**config.mk**
```make
export PLATFORM = sky130hd
export DESIGN_NAME = bin2bcd_div_seq
export DESIGN_NICKNAME = d
export VERILOG_FILES = /design/src/rtl/bin2bcd_div_seq_pkg.sv /design/src/rtl/bin2bcd_div_seq_div10_stage.sv /design/src/rtl/bin2bcd_div_seq.sv
export SDC_FILE = /design/constraint.sdc
export NUM_CORES = 1
export LEC_CHECK = 0
export BUFFER_PORTS_ARGS = -buffer_cell sky130_fd_sc_hd__buf_2
export CAP_MARGIN = 20
export CORE_MARGIN = 2
export CORE_UTILIZATION = 59
export DETAILED_ROUTE_END_ITERATION = 8
export PLACE_DENSITY = 0.79
export SETUP_SLACK_MARGIN = 0.05
export SYNTH_ARGS = -nofsm -noshare
export SYNTH_HDL_FRONTEND = slang
export SYNTH_SLANG_ARGS = --single-unit
```
**constraint.sdc**
```tcl
create_clock -name clk -period 5.4 [get_ports clk]
set_input_delay 0.81 -clock clk [delete_from_list [all_inputs] [get_ports clk]]
set_output_delay 0.81 -clock clk [all_outputs]
set_load 0.01 [all_outputs]
```
**src/rtl/bin2bcd_div_seq_pkg.sv**
```systemverilog
// bin2bcd_div_seq_pkg
//   Shared definitions for the sequential binary-to-packed-BCD converter:
//   FSM state encoding, special digit codes and a constant power-of-ten
//   helper used to size the overflow bound at elaboration time.
package bin2bcd_div_seq_pkg;

  typedef enum logic [1:0] {
    ST_IDLE = 2'd0,
    ST_CONV = 2'd1,
    ST_DONE = 2'd2
  } state_t;

  localparam logic [3:0] BCD_BLANK = 4'hF;
  localparam logic [3:0] BCD_NINE  = 4'h9;

  // 10^n in 36 bits; 10^10 still fits, so the largest DIGITS never truncates.
  function automatic logic [35:0] pow10(input int n);
    logic [35:0] p;
    p = 36'd1;
    for (int i = 0; i < n; i++) begin
      p = p * 36'd10;
    end
    return p;
  endfunction

endpackage

```
**src/rtl/bin2bcd_div_seq_div10_stage.sv**
```systemverilog
// bin2bcd_div_seq_div10_stage
//   Combinational divide-by-ten step: splits a remainder into its quotient
//   and its least significant decimal digit.
// Parameters
//   BIN_W  width of the remainder (4..32)
// Ports
//   rem    in   BIN_W  value to split
//   quot   out  BIN_W  rem / 10
//   digit  out  4      rem % 10, always 0..9
module bin2bcd_div_seq_div10_stage #(
  parameter int BIN_W = 14
) (
  input  logic [BIN_W-1:0] rem,
  output logic [BIN_W-1:0] quot,
  output logic [3:0]       digit
);

  localparam logic [BIN_W-1:0] TEN = BIN_W'(10);

  assign quot  = rem / TEN;
  assign digit = 4'(rem % TEN);

endmodule

```
**src/rtl/bin2bcd_div_seq.sv**
```systemverilog
// bin2bcd_div_seq
//   Handshaked binary to packed-BCD converter. One decimal digit is peeled
//   off per clock (units first) by a divide-by-ten stage, so a conversion
//   always takes DIGITS cycles regardless of the operand value.
// Parameters
//   BIN_W   binary input width (4..32)
//   DIGITS  number of BCD digits produced (1..10)
// Ports
//   clk         in   1         rising-edge clock
//   rst_n       in   1         asynchronous active-low reset
//   in_valid    in   1         in_binary is valid
//   in_ready    out  1         converter is idle and can take a value
//   in_binary   in   BIN_W     unsigned operand
//   out_valid   out  1         packed_bcd/ovf hold a result
//   out_ready   in   1         consumer takes the result
//   packed_bcd  out  4*DIGITS  digit i at [4i+3:4i], digit 0 = units
//   ovf         out  1         operand exceeded 10^DIGITS-1 (digits saturate to 9)
// Build option
//   BCD_BLANK_EN  when defined, leading zero digits above the most
//                 significant nonzero digit are shown as 4'hF; digit 0 is
//                 never blanked and saturated results are never blanked.
module bin2bcd_div_seq
  import bin2bcd_div_seq_pkg::*;
#(
  parameter int BIN_W  = 14,
  parameter int DIGITS = 4
) (
  input  logic                  clk,
  input  logic                  rst_n,
  input  logic                  in_valid,
  output logic                  in_ready,
  input  logic [BIN_W-1:0]      in_binary,
  output logic                  out_valid,
  input  logic                  out_ready,
  output logic [4*DIGITS-1:0]   packed_bcd,
  output logic                  ovf
);

  localparam int                OW       = 4 * DIGITS;
  localparam int                IDX_W    = $clog2(DIGITS + 1);
  localparam logic [35:0]       MAX_VAL  = pow10(DIGITS) - 36'd1;
  localparam logic [IDX_W-1:0]  LAST_IDX = IDX_W'(DIGITS - 1);

  state_t            state;
  logic [BIN_W-1:0]  rem;
  logic [IDX_W-1:0]  idx;
  logic [OW-1:0]     digs;
  logic              ovf_r;
  logic [BIN_W-1:0]  stage_quot;
  logic [3:0]        stage_digit;
  logic [OW-1:0]     next_digs;
  logic [OW-1:0]     final_bcd;
  logic              ovf_in;
`ifdef BCD_BLANK_EN
  logic              lead_zero;
`endif

  bin2bcd_div_seq_div10_stage #(
    .BIN_W (BIN_W)
  ) u_div10 (
    .rem   (rem),
    .quot  (stage_quot),
    .digit (stage_digit)
  );

  // The 36-bit compare keeps 10^DIGITS-1 exact even when it is wider than
  // the operand; when it can never be exceeded this folds to constant 0.
  assign ovf_in = (36'(in_binary) > MAX_VAL);

  // New digits enter at the top and shift down, so after DIGITS steps the
  // first (units) digit has arrived in the lowest nibble.
  assign next_digs = OW'({stage_digit, digs} >> 4);

  // Result as it will be presented: saturated on overflow, optionally with
  // leading zeros blanked.
  always_comb begin
    final_bcd = next_digs;
`ifdef BCD_BLANK_EN
    lead_zero = 1'b1;
`endif
    if (ovf_r) begin
      final_bcd = {DIGITS{BCD_NINE}};
    end
`ifdef BCD_BLANK_EN
    else begin
      for (int i = DIGITS - 1; i > 0; i--) begin
        if (lead_zero && (next_digs[4*i +: 4] == 4'h0)) begin
          final_bcd[4*i +: 4] = BCD_BLANK;
        end else begin
          lead_zero = 1'b0;
        end
      end
    end
`endif
  end

  // Control FSM with registered handshake outputs. in_ready comes up one
  // cycle after reset release and one cycle after each output handshake,
  // so nothing is ever accepted while a result is still being offered.
  always_ff @(posedge clk or negedge rst_n) begin
    if (!rst_n) begin
      state      <= ST_IDLE;
      in_ready   <= 1'b0;
      out_valid  <= 1'b0;
      packed_bcd <= '0;
      ovf        <= 1'b0;
      rem        <= '0;
      idx        <= '0;
      digs       <= '0;
      ovf_r      <= 1'b0;
    end else begin
      case (state)
        ST_IDLE: begin
          in_ready <= 1'b1;
          if (in_valid && in_ready) begin
            rem      <= in_binary;
            idx      <= '0;
            ovf_r    <= ovf_in;
            in_ready <= 1'b0;
            state    <= ST_CONV;
          end
        end
        ST_CONV: begin
          rem  <= stage_quot;
          digs <= next_digs;
          idx  <= idx + IDX_W'(1);
          if (idx == LAST_IDX) begin
            packed_bcd <= final_bcd;
            ovf        <= ovf_r;
            out_valid  <= 1'b1;
            state      <= ST_DONE;
          end
        end
        ST_DONE: begin
          if (out_ready) begin
            out_valid <= 1'b0;
            in_ready  <= 1'b1;
            state     <= ST_IDLE;
          end
        end
        default: begin
          state <= ST_IDLE;
        end
      endcase
    end
  end

endmodule

```
==> metrics.md <==
| Metric | Value |
|---|---|
| Synth top area share | `31.4%` |
| Routability cong. | `0.984` |
| Number of hold-repair buffers added at the cts stage | `0` |
| Number of unique standard cell types used by synthesis | `86` |
| Xor-xnor portion of the synthesized cell area | `1.97%` |
| Maximum achievable frequency | `206 MHz` |
| Clock buffer count from CTS | `5` |
| Number of hold violations in the final report | `0` |
| Sum of net half-perimeters after detailed placement | `7180 µm` |
| Number of instances in the synthesized netlist | `505` |
| Status | `finished, final reports clean` |
| Placement Cell Area | `4200 µm²` |
| Number of warnings reported in the yosys synthesis log | `0` |
| Number of pins exceeding their max-slew limit in the final report | `0` |
| Fraction of the cycle the final worst path needs | `90.1%` |
| Global route overflow | `0` |
| Largest area contributor in the netlist | `sky130_fd_sc_hd__dfrtp_1` |
| Simple logic cell fraction of the synthesized area | `26.9%` |
| RSZ-0062 raised after global routing | `false` |
| Seq/Total Area, Yosys | `31.4%` |
| Adder-cell area share of the yosys netlist | `0.924%` |
| Worst-case headroom to the max-slew limit | `29.1%` |
| Count of flip-flops with a built-in enable after synthesis | `0` |
| Fraction of the mapped netlist area in compound gates | `29.3%` |
| Fraction of final layout cells with drive strength greater than 1 | `16.7%` |
| Data required time of the critical path | `5620 ps` |
| Final critical-path required period | `4870 ps` |
| Clock latency on the worst-skew pair | `310 ps` |
| DR pass1 iterations | `5` |
| Share of flip-flops with an asynchronous set or reset | `100%` |
| Delay of the slowest cell on the worst path | `840 ps` |
| Net total in the final layout | `536` |
| Max stage delay cell, worst path | `sky130_fd_sc_hd__dfrtp_1` |
| Vias after detailed routing | `3833` |
| Sinks on the clock net | `51` |
| Multi-input combinational cell area | `2510 µm²` |
| Antenna diodes | `0` |
| Antenna violations before repair | `0` |
| Total routed wirelength | `10000 µm` |
| Chip height | `87.0 µm` |
| Slew of the pin with the lowest slew margin | `1050 ps` |
| Finished layout cell area | `4340 µm²` |
| Via count normalized by instance count | `6.43` |
| Critical path cell sequence | `or3b_1 -> a311oi_1 -> or3_1 -> a22oi_1 -> o31ai_1 -> a21o_1 -> mux2_4 -> o31ai_4 -> buf_4 -> a2111oi_0 -> a31oi_1 -> nand3_2 -> mux2_4 -> o31ai_4` |
| Placeable core region | `6720 µm²` |
| Clock tree from TritonCTS | `yes` |
| Nets in the synthesized netlist | `526` |
| Layout overhead on the synthesized area | `6.83%` |
| Category of the most critical setup path | `register to register` |
| Cell area after synthesis | `4060 µm²` |
| H-Tree Level Count | `2` |
| Count of fill cells added during filler insertion | `587` |
| Leading register cell type out of synthesis | `sky130_fd_sc_hd__dfrtp_1` |
| Setup Buffers After CTS | `0` |
| Worst hold-check slack | `485 ps` |
| Initial cell density of the core | `60.5%` |
| Arrival time at the worst endpoint | `5090 ps` |
| Area taken by flip-flops and latches | `1280 µm²` |
| Resized cells post-CTS | `0` |
| Main combinational cell family by area after synthesis | `compound AO/OA/AOI/OAI gates` |
| Register bit count reported by yosys | `51` |
| DRC violations left | `0` |
| Most common library cell in the layout ignoring fill and taps | `sky130_fd_sc_hd__nand2_1` |
| Max_cap viols | `0` |
| Startpoint kind of the worst setup timing path | `register` |
| Starting DRT DRC Count | `440` |
| Highest net fanout along the worst path | `24` |
| Clock-pin slew reported for the worst setup and hold paths after clock tree synthesis | `100 ps` |
| Die Outline Area | `7570 µm²` |
| Hold/Removal Path Class | `register to register` |
| Commonest cells after routing, fill and taps aside | `sky130_fd_sc_hd__nand2_1 (86), sky130_fd_sc_hd__dfrtp_1 (51), sky130_fd_sc_hd__o21ai_0 (42), sky130_fd_sc_hd__nor2_1 (38), sky130_fd_sc_hd__buf_2 (36)` |
| WP buf/inv | `1` |
| Largest net degree at the start of global routing | `52` |
| Clock Tree Root | `sky130_fd_sc_hd__clkbuf_8` |
| Mean post-synth cell area | `8.05 µm²` |
| Routed Antenna Nets | `0` |
| Total negative slack for setup checks | `0 ps` |
| Horiz. Die Dim | `87.0 µm` |
| Number of placement rows | `30` |
| Worst clock skew | `7.93 ps` |
| Cell family with the largest share of critical-path delay | `compound AO/OA/AOI/OAI gates` |
| Setup-violating endpoint count in the final report | `0` |
| Endpoint type of the worst setup path | `register` |
| IO Pins | `37` |
| Largest buffer count on any clock path | `2` |
| Share of synthesized area spent on multiplexers | `2.65%` |
| Number of buffers inserted by port buffering | `36` |
| Total global routing track utilization | `27.7%` |
| Routed wirelength normalized by instance count | `16.8 µm` |
| Largest cells by area after synthesis | `sky130_fd_sc_hd__dfrtp_1 (31%), sky130_fd_sc_hd__nand2_1 (7.9%), sky130_fd_sc_hd__o21ai_0 (5.2%)` |
| Vias in the first global route | `3474` |
| First-pass GRT wire length | `16900 µm` |
-- synth_stat cells (4+ instances only) --
cell,instances
sky130_fd_sc_hd__nor3b_1,4
sky130_fd_sc_hd__a31oi_1,6
sky130_fd_sc_hd__o31ai_1,6
sky130_fd_sc_hd__a211oi_1,6
sky130_fd_sc_hd__o22ai_1,4
sky130_fd_sc_hd__dfrtp_1,51
sky130_fd_sc_hd__buf_6,5
sky130_fd_sc_hd__clkbuf_1,25
sky130_fd_sc_hd__a22o_1,4
sky130_fd_sc_hd__nor2_1,38
sky130_fd_sc_hd__nor2b_1,10
sky130_fd_sc_hd__o21ai_0,42
sky130_fd_sc_hd__a21o_1,6
sky130_fd_sc_hd__nand4_1,8
sky130_fd_sc_hd__nand2b_1,5
sky130_fd_sc_hd__buf_2,9
sky130_fd_sc_hd__mux2i_1,4
sky130_fd_sc_hd__nor4_1,6
sky130_fd_sc_hd__nand3_1,14
sky130_fd_sc_hd__nand2_1,86
sky130_fd_sc_hd__inv_1,13
sky130_fd_sc_hd__a21oi_1,30
sky130_fd_sc_hd__nor3_1,12
-- worst register-to-register path, cell delays in order, from the launching register on --
cell and delay [ps]:
sky130_fd_sc_hd__dfrtp_1 840, sky130_fd_sc_hd__or3b_1 440, sky130_fd_sc_hd__a311oi_1 360, sky130_fd_sc_hd__or3_1 210
sky130_fd_sc_hd__a22oi_1 100, sky130_fd_sc_hd__o31ai_1 340, sky130_fd_sc_hd__a21o_1 400, sky130_fd_sc_hd__mux2_4 360
sky130_fd_sc_hd__o31ai_4 360, sky130_fd_sc_hd__buf_4 230, sky130_fd_sc_hd__a2111oi_0 80, sky130_fd_sc_hd__a31oi_1 350
sky130_fd_sc_hd__nand3_2 200, sky130_fd_sc_hd__mux2_4 360, sky130_fd_sc_hd__o31ai_4 160
-- layout make-up --
type                            count  share of cell area [%]
Clock buffer                        5                    1.59
Clock inverter                      3                    1.64
Inverter                           14                    1.21
Multi-Input combinational cell    396                    57.8
Sequential cell                    51                    29.4
Tap cell                           80                    2.31
Timing Repair Buffer               47                    6.05
-- through the flow --
| stage | util (%) | setup WS [ps] | std cells |
|---|---|---|---|
| after global placement | 62.5 | 612 | 588 |
| final | 64.6 | 534 | 596 |
| after CTS | 64.6 | 594 | 596 |
| after floorplan | - | 1230 | 505 |
| after global routing | 64.6 | 85.1 | 596 |
| after detailed placement | 62.5 | 638 | 588 |
-- cell families after synthesis --
kind of cell             Yosys count
buffers and inverters             58
AO/OA/AOI/OAI                    159
adder cells (fa/ha/maj)            3
multiplexers                       9
AND/OR/NAND/NOR                  218
XOR/XNOR                           7
flip-flops                        51
-- layer usage --
layer | up-vias | share of wire [%] | GRT usage (%) | wire, µm
li1 | 1864 | - | - | -
met1 | 1801 | 46 | 40.8 | 4580
met2 | 158 | 47 | 43.2 | 4740
met3 | 10 | 5.8 | 3.60 | 579
met4 | 0 | 1.1 | 6.53 | 110
met5 | - | 0 | 0 | 0
-- path summary, 6_finish.rpt --
| path | from | end | slack [ps] | depth (start not counted) |
|---|---|---|---|---|
| setup / recovery | rem[11]$_DFFE_PN0P_ | packed_bcd[14]$_DFFE_PN0P_ | 530 | 14 |
| hold / removal | packed_bcd[2]$_DFFE_PN0P_ | packed_bcd[2]$_DFFE_PN0P_ | 480 | 2 |
| setup reg to reg | rem[11]$_DFFE_PN0P_ | packed_bcd[14]$_DFFE_PN0P_ | 530 | 14 |
| hold reg to reg | packed_bcd[2]$_DFFE_PN0P_ | packed_bcd[2]$_DFFE_PN0P_ | 480 | 2 |
| max in group asynchronous | rst_n | rem[13]$_DFFE_PN0P_ | 4380 | 2 |
| min in group asynchronous | rst_n | in_ready$_DFFE_PN0P_ | 580 | 2 |
-- flip-flops by register name (all words and copies together) (netlist names) --
signal	count
digs	12
idx	3
in_ready	1
out_valid	1
ovf	1
ovf_r	1
packed_bcd	16
rem	14
state	2
Power is not shown: default switching activity piles up to over one toggle a cycle in this logic, so the estimate is an artifact.
